**src/rtl/serial_pkg.sv**
```systemverilog
// Shared definitions for the serial word path.
// Used by the serializer and by the downstream remainder checker.
package serial_pkg;

    localparam int WIDTH_DEF = 8;

    typedef enum logic {
        IDLE  = 1'b0,
        SHIFT = 1'b1
    } ser_state_t;

endpackage

```
**src/rtl/word_serializer.sv**
```systemverilog
// MSB-first parallel-to-serial converter with valid/ready on both sides.
// Chains words with no bubble when a load meets the last-bit transfer.
module word_serializer
    import serial_pkg::*;
#(
    parameter int WIDTH = WIDTH_DEF
) (
    input  logic             clk,
    input  logic             rst,
    input  logic [WIDTH-1:0] load_data,
    input  logic             load_valid,
    output logic             load_ready,
    output logic             ser_out,
    output logic             ser_valid,
    input  logic             ser_ready,
    output logic             ser_first,
    output logic             ser_last,
    output logic [7:0]       word_cnt
);

    localparam int CW = $clog2(WIDTH);
    localparam logic [CW-1:0] CNT_MAX = CW'(WIDTH - 1);

    ser_state_t       r_state;
    ser_state_t       w_state_nxt;
    logic [WIDTH-1:0] r_shift;
    logic [WIDTH-1:0] w_shift_nxt;
    logic [CW-1:0]    r_cnt;
    logic [CW-1:0]    w_cnt_nxt;
    logic [7:0]       r_word_cnt;
    logic [7:0]       w_word_cnt_nxt;

    logic w_xfer;
    logic w_last_xfer;
    logic w_load;

    assign ser_valid   = (r_state == SHIFT);
    assign ser_out     = ser_valid & r_shift[WIDTH-1];
    assign ser_first   = ser_valid & (r_cnt == CNT_MAX);
    assign ser_last    = ser_valid & (r_cnt == '0);
    assign w_xfer      = ser_valid & ser_ready;
    assign w_last_xfer = w_xfer & ser_last;
    assign load_ready  = (r_state == IDLE) | w_last_xfer;
    assign w_load      = load_valid & load_ready;
    assign word_cnt    = r_word_cnt;

    always_ff @(posedge clk or negedge rst) begin
        if (!rst) begin
            r_state    <= IDLE;
            r_shift    <= '0;
            r_cnt      <= '0;
            r_word_cnt <= '0;
        end else begin
            r_state    <= w_state_nxt;
            r_shift    <= w_shift_nxt;
            r_cnt      <= w_cnt_nxt;
            r_word_cnt <= w_word_cnt_nxt;
        end
    end

    // A load takes priority so a new word can follow the last bit directly.
    always_comb begin
        w_state_nxt    = r_state;
        w_shift_nxt    = r_shift;
        w_cnt_nxt      = r_cnt;
        w_word_cnt_nxt = r_word_cnt;
        if (w_last_xfer) begin
            w_word_cnt_nxt = r_word_cnt + 8'd1;
        end
        if (w_load) begin
            w_state_nxt = SHIFT;
            w_shift_nxt = load_data;
            w_cnt_nxt   = CNT_MAX;
        end else if (w_last_xfer) begin
            w_state_nxt = IDLE;
            w_shift_nxt = '0;
            w_cnt_nxt   = '0;
        end else if (w_xfer) begin
            w_shift_nxt = {r_shift[WIDTH-2:0], 1'b0};
            w_cnt_nxt   = r_cnt - CW'(1);
        end
    end

endmodule

```
**config.mk**
```make
export PLATFORM = sky130hd
export DESIGN_NAME = word_serializer
export DESIGN_NICKNAME = d
export VERILOG_FILES = /design/src/rtl/serial_pkg.sv /design/src/rtl/word_serializer.sv
export SDC_FILE = /design/constraint.sdc
export NUM_CORES = 1
export LEC_CHECK = 0
export CAP_MARGIN = 20
export CORE_MARGIN = 8
export CORE_UTILIZATION = 35
export CTS_CLUSTER_DIAMETER = 100
export DETAILED_ROUTE_END_ITERATION = 8
export PLACE_DENSITY = 0.59
export SYNTH_ARGS = -nofsm -noshare
export SYNTH_HDL_FRONTEND = slang
export SYNTH_SLANG_ARGS = --single-unit
```
**constraint.sdc**
```tcl
create_clock -name clk -period 1.51 [get_ports clk]
set_input_delay 0.453 -clock clk [delete_from_list [all_inputs] [get_ports clk]]
set_output_delay 0.453 -clock clk [all_outputs]
set_load 0.05 [all_outputs]
```
# After elaboration in Yosys (flattened, before gate mapping)
# Index checks and enable logic that the tools add are counted.
# Widths: inputs -> output; s select.
# op_classes
mux	8
n_reduce_logical	3
n_bitwise	8
n_addsub	2
eq_ne	1
# op_table
op	count
$mux 8	3
$mux 3	3
$add 8x1->8 const B	1
$and 1x1->1	6
$eq 3x3->1 const B	1
$logic_not 3->1	1
$reduce_bool 3->1	1
$sub 3x1->3 const B	1
$mux 1	2
$reduce_bool 2->1	1
$not 1->1	1
$or 1x1->1	1
# word_totals
out_inout_bits	13
ff_bits	20
inputBits	12
word_cells	26

# Logic depth before layout (Yosys ltp)
# Gate-level depths: netlist of run 1.
# logic_depth
ltp_word	6
ltp_mapped	5

# Worst setup path before layout of run 1
# OpenSTA, ideal clock, no wires.
# synth_path
path_type	flip-flop to output port
from	register r_cnt[0]
to	output ser_last
setup_slack_ns	-0.344
required_time_ns	1.057
path_stages_with_launch	5
path_buffers	0
arrival_ns	1.401
cell_sequence	dfrtp_1 -> inv_1 -> ha_1 -> nor2b_1 -> and2_1
# synth_between
elab_chain_len	2
# synth_lines
element	line	text
start, declared	word_serializer.sv:28	logic [CW-1:0] r_cnt;
start signal, assigned	word_serializer.sv:56	r_cnt <= w_cnt_nxt;
$logic_not 3->1	word_serializer.sv:40	assign ser_last = ser_valid & (r_cnt == '0);
$and 1x1->1	word_serializer.sv:40	
end, declared	word_serializer.sv:17	output logic ser_last,
# Every way passes these cells.

# Final worst setup path of run 1
# layout_path
from	register r_cnt[1]
to	output ser_last
# Same word-level chain as after synthesis.

==> results.toml, run 1 <==
[status]
status = "finished with violations"
violations = "negative setup slack"

[sta]
finalClockSkew_ps = 1.738
tightest_slew_ps = 465.0
slew_headroom = 0.6839
hold_viol_final = 0
rsz0062_at_grt = "true"
max_freq_mhz = 550.1
finalWorstSetupSlack_ps = -307.8
finalSetupViolCount = 12
drv_slew = 0
timing.final.crit_share = 1.204
min_period_ps = 1818

[critical_path]
cp_slowest_cell = "dfrtp_1"
crit_type = "reg2out"
critPathMaxFanout = 3
start_kind = "register"
crit_path_max_incr_delay_ps = 400
required_ps = 1060
path_cells = "inv_2 -> ha_4 -> nor2b_4 -> and2_4 -> buf_12"
critPathArrivalTime_ps = 1360
end_kind = "output pin"

[clock_tree]
cts_buffers = 3
cts_buffer_depth = 2
cts_tree = "built"
cts_sinks = 20
htreeDepth = 1
root_buffer = "clkbuf_4"
clk_pin_slew_ps = 110
insertion_delay_ps = 290
hold_buffers = 0

[layout]
area_delta_synth_final_pct = 72.10
drive_gt1_frac = 0.4317
final_nets = 156
post-route-util = 0.6325
num_antenna_cells = 0

[drt]
wl_um = 2512
via_per_inst = 5.100
wire_per_inst_um = 14.78
postRouteAntennaNets = 0
vias = 867
drt_iter0_drc = 40
dr.pass1.iters = 4
post-route-drc-count = 0

[grt]
antenna_found_initial = 0
grt_max_degree = 21
grt_overflow = 0
grt_usage = 0.1078
grt_pass1_wl_um = 4478
first_global_vias = 938

[logic_synthesis]
synthCells = 87
yosysWarningCount = 0
synth_cell_type_count = 27
synth_area_leaders = "dfrtp_1, a221o_1, and2_1"
yosysTopAreaCell = "dfrtp_1"
synth_nets = 103
yosys_register_bits = 20
synth_top_area_share = 0.4938
synth_area_um2 = 1013
synth-seq-area-share = 0.4938
synth.avg_cell_area_um2 = 11.65

[floorplanning]
die_w_um = 69.81
die_area_um2 = 4873
core_area_um2 = 2758
pin_count = 25
fp-row-count = 19
start_util = 0.3675
die_y_um = 69.81

[pwr]
leakage_nw = 0.8205
p_per_area_nw_per_um2 = 1394
peakVddDrop_mv = 1.444
totalPowerFinal_mw = 2.431

[hold_path]
hold_class = "in2async"

[job]
maxCapViolCount = 0

[placed_design]
detailed_place_hpwl_um = 1824
numPortBuffers = 24
gp_congestion = 0.8197
==> registers in the layout, summed over array words and instances (netlist names) <==
signal     flops
r_shift        8
word_cnt       8
r_cnt          3
ser_valid      1
==> per-layer routing <==
layer  vias up  wire (um)  GRT usage
met5         -          0          0
met4         0         14    0.01339
met3         2        148    0.04578
met2        21       1175     0.1665
met1       420       1173     0.1389
li1        424          -          -
==> cells by family after synthesis <==
kind of cell | after synthesis | synth area share
buffers and inverters | 3 | 0.01852
multiplexers | 1 | 0.009877
AO/OA/AOI/OAI | 16 | 0.1481
adder cells (fa/ha/maj) | 4 | 0.04938
XOR/XNOR | 7 | 0.06050
AND/OR/NAND/NOR | 36 | 0.2197
flip-flops | 20 | 0.4938
==> worst paths after layout <==
path | depth (start not counted) | end | slack [ps] | start
worst max-delay path | 5 | ser_last | -310 | r_cnt[1]
worst min-delay path | 2 | ser_valid | 480 | rst
worst max register to register | 7 | r_shift[5] | -70 | r_cnt[1]
worst min register to register | 1 | r_shift[6] | 510 | r_shift[5]
max in group asynchronous | 2 | ser_valid | 810 | rst
min in group clk | 1 | r_shift[6] | 510 | r_shift[5]
==> critical path: cells and delay by family, from the launching register on <==
kind / cells / cell delay [ps]
and+or+nand+nor: 2 / 290
buffers and inverters: 2 / 210
adders and majority gates: 1 / 160
DFF: 1 / 400
==> synth_stat cells, drive strengths merged <==
cell type  count
ha             4
a211oi         2
nor3b          2
nor2           2
a22o           1
nor3           3
o21ai          1
xor2           3
a21boi         1
and3           2
and4b          1
buf            1
nand3          1
inv            2
nor2b          2
nand4b         1
xnor2          4
a21oi          1
dfrtp         20
o22a           1
a221o          7
mux2i          1
nand2          8
nand4          3
and2           9
nand2b         2
a2bb2oi        2
==> cells in the final DEF, fill, tap and decap left out, types with 4 or more instances in the layout <==
| cell | netlist | routed |
|---|---|---|
| buf_4 | 0 | 18 |
| and2_1 | 9 | 7 |
| buf_12 | 0 | 13 |
| buf_6 | 1 | 7 |
| xnor2_1 | 4 | 4 |
| dfrtp_1 | 20 | 19 |
| nand2_1 | 8 | 7 |
| a221o_1 | 7 | 7 |
| clkdlybuf4s50_1 | 0 | 10 |
==> area by class of cell <==
cell class	count	area [um2]
Fill cell	220	1013
Sequential cell	20	501.7
Tap cell	31	38.79
Timing Repair Buffer	49	583.1
Multi-Input combinational cell	64	576.8
Clock buffer	4	36.28
Inverter	2	7.507
==> power by group <==
group / internal (mW) / leakage (nW) / switching, mW
Combinational: 0.729 / 0.540 / 0.588
Clock: 0.147 / 0.0210 / 0.157
Sequential: 0.672 / 0.260 / 0.138
==> repair_timing <==
action | in CTS | in global routing
setup endpoints to repair | 16 | 20
gates resized for setup | 18 | 4
pin swaps | 6 | 5
buffers inserted | 11 | 0
==> through the flow <==
stage / setup TNS, ps / cell area, um2 / instances / worst slack (ps) / hold WS [ps]
after floorplan: -0.1389 / 1056 / 87 / -0.1389 / 157.4
after global placement: -6083 / 1567 / 156 / -364.0 / 481.9
after detailed placement: -6801 / 1567 / 156 / -436.9 / 493.4
after CTS: -2418 / 1743 / 171 / -310.5 / 480.6
after global routing: -2763 / 1744 / 170 / -386.8 / 463.2
final: -1488 / 1744 / 170 / -307.8 / 478.9
No activity file was read; power rests on OpenSTA's default activity.
==> inputs of run 2 (changes only) <==
- CORE_UTILIZATION: 35 -> 43
- PLACE_DENSITY: 0.59 -> 0.71
==> results.toml, run 2 (synthesis gave the netlist of run 1 again) <==
[status]
status = "finished with violations"
violations = "negative setup slack"

[critical_path]
critPathMaxFanout = 3
end_kind = "output pin"
ff2ff_path_depth = 5
start_kind = "register"
crit_path_max_incr_delay_ps = 410
required_ps = 1060
cp_slowest_cell = "dfrtp_1"
path_cells = "inv_2 -> ha_4 -> nor2b_4 -> and2_4 -> buf_12"
crit_type = "reg2out"
critPathArrivalTime_ps = 1380

[sta]
slew_headroom = 0.7693
timing.final.crit_share = 1.217
setup_tns_ps = -1341
tightest_slew_ps = 346.1
rsz0062_at_grt = "true"
finalSetupViolCount = 12
finalWorstSetupSlack_ps = -327.8
min_period_ps = 1838
drv_slew = 0
finalClockSkew_ps = 0.6530
hold_viol_final = 0
max_freq_mhz = 544.1

[layout]
area_delta_synth_final_pct = 70.99
layout_common_cells = "dfrtp_1, buf_4, buf_12"
num_antenna_cells = 0
final_nets = 152
final_cells = 163
final_common_cell = "dfrtp_1"
finalInstanceArea_um2 = 1733
drive_gt1_frac = 0.4148

[grt]
grt_usage = 0.1291
grt_max_degree = 21
grt_pass1_wl_um = 4367
grt_overflow = 0
antenna_found_initial = 0
first_global_vias = 941

[floorplanning]
die_w_um = 64.55
start_util = 0.4581
pin_count = 25
die_y_um = 64.55
fp-row-count = 17
die_area_um2 = 4167
core_area_um2 = 2212

[clock_tree]
cts_buffers = 3
clk_pin_slew_ps = 110
insertion_delay_ps = 310
htreeDepth = 1
cts_buffer_depth = 2
cts_tree = "built"
cts_sinks = 20
root_buffer = "clkbuf_4"
hold_buffers = 0

[placed_design]
dp_slack_ps = -424.1
place_area_um2 = 1570
numPortBuffers = 24
numPlacedInstances = 154
detailed_place_hpwl_um = 1941
gp_congestion = 0.8134

[drt]
via_per_inst = 5.491
wl_um = 2689
postRouteAntennaNets = 0
dr.pass1.iters = 4
post-route-drc-count = 0
wire_per_inst_um = 16.50
drt_iter0_drc = 50
vias = 895

[pwr]
totalPowerFinal_mw = 2.566
leakage_nw = 0.8099
peakVddDrop_mv = 1.271
p_per_area_nw_per_um2 = 1481

[job]
maxCapViolCount = 0

[hold_path]
hold_class = "in2async"
==> run 2: changes by cell type in the layout (fill, tap and decap cells not counted), sizes merged <==
cell    delta
mux2i      +1
bufinv     +1
buf        -5
clkbuf     -1
==> run 2: final cells by class <==
type                            instances  area, um2
Clock inverter                          1      30.03
Tap cell                               28      35.03
Sequential cell                        20      501.7
Clock buffer                            3      22.52
Inverter                                2      7.507
Timing Repair Buffer                   44      541.8
Multi-Input combinational cell         65      594.3
Fill cell                             135      479.2
==> run 2: through the flow <==
stage	utilization	hold WS [ps]
after floorplan	-	157.4
after detailed placement	0.7098	488.6
final	0.7834	463.1
after CTS	0.7675	467.7
after global placement	0.7098	484.8
after global routing	0.7834	490.0
==> run 2: repair_timing <==
action	CTS	global route
gates resized for setup	13	8
setup endpoints to repair	16	16
cloned	0	1
pin swaps	3	6
buffers inserted	5	3
endpoints found under the hold margin	0	0
==> run 2: worst max-delay path: cells and delay by family, from the launching register on <==
kind / cells / cell delay, ps
simple gates: 2 / 290
buf+inv: 2 / 210
fa+ha+maj: 1 / 160
flops: 1 / 410
==> run 2: path summary, 6_finish.rpt <==
path,from,to,slack (ps)
setup / recovery,r_cnt[0],ser_last,-330
hold / removal,rst,word_cnt[2],460
setup reg to reg,ser_valid,r_shift[1],-10
hold reg to reg,r_shift[6],r_shift[7],510
max in group asynchronous,rst,ser_valid,820
min in group clk,r_shift[6],r_shift[7],510
==> run 2: per-layer routing <==
layer,vias to the layer above,global-route usage,share of wire
met1,425,0.1513,0.40
li1,418,-,-
met5,-,0,0
met2,42,0.2236,0.50
met4,0,0.05450,0.029
met3,10,0.02577,0.071
==> run 2: power breakdown <==
part | internal [mW] | leakage (nW) | switching (mW)
combinational | 0.716 | 0.522 | 0.596
sequential | 0.672 | 0.260 | 0.140
clock | 0.269 | 0.0279 | 0.174
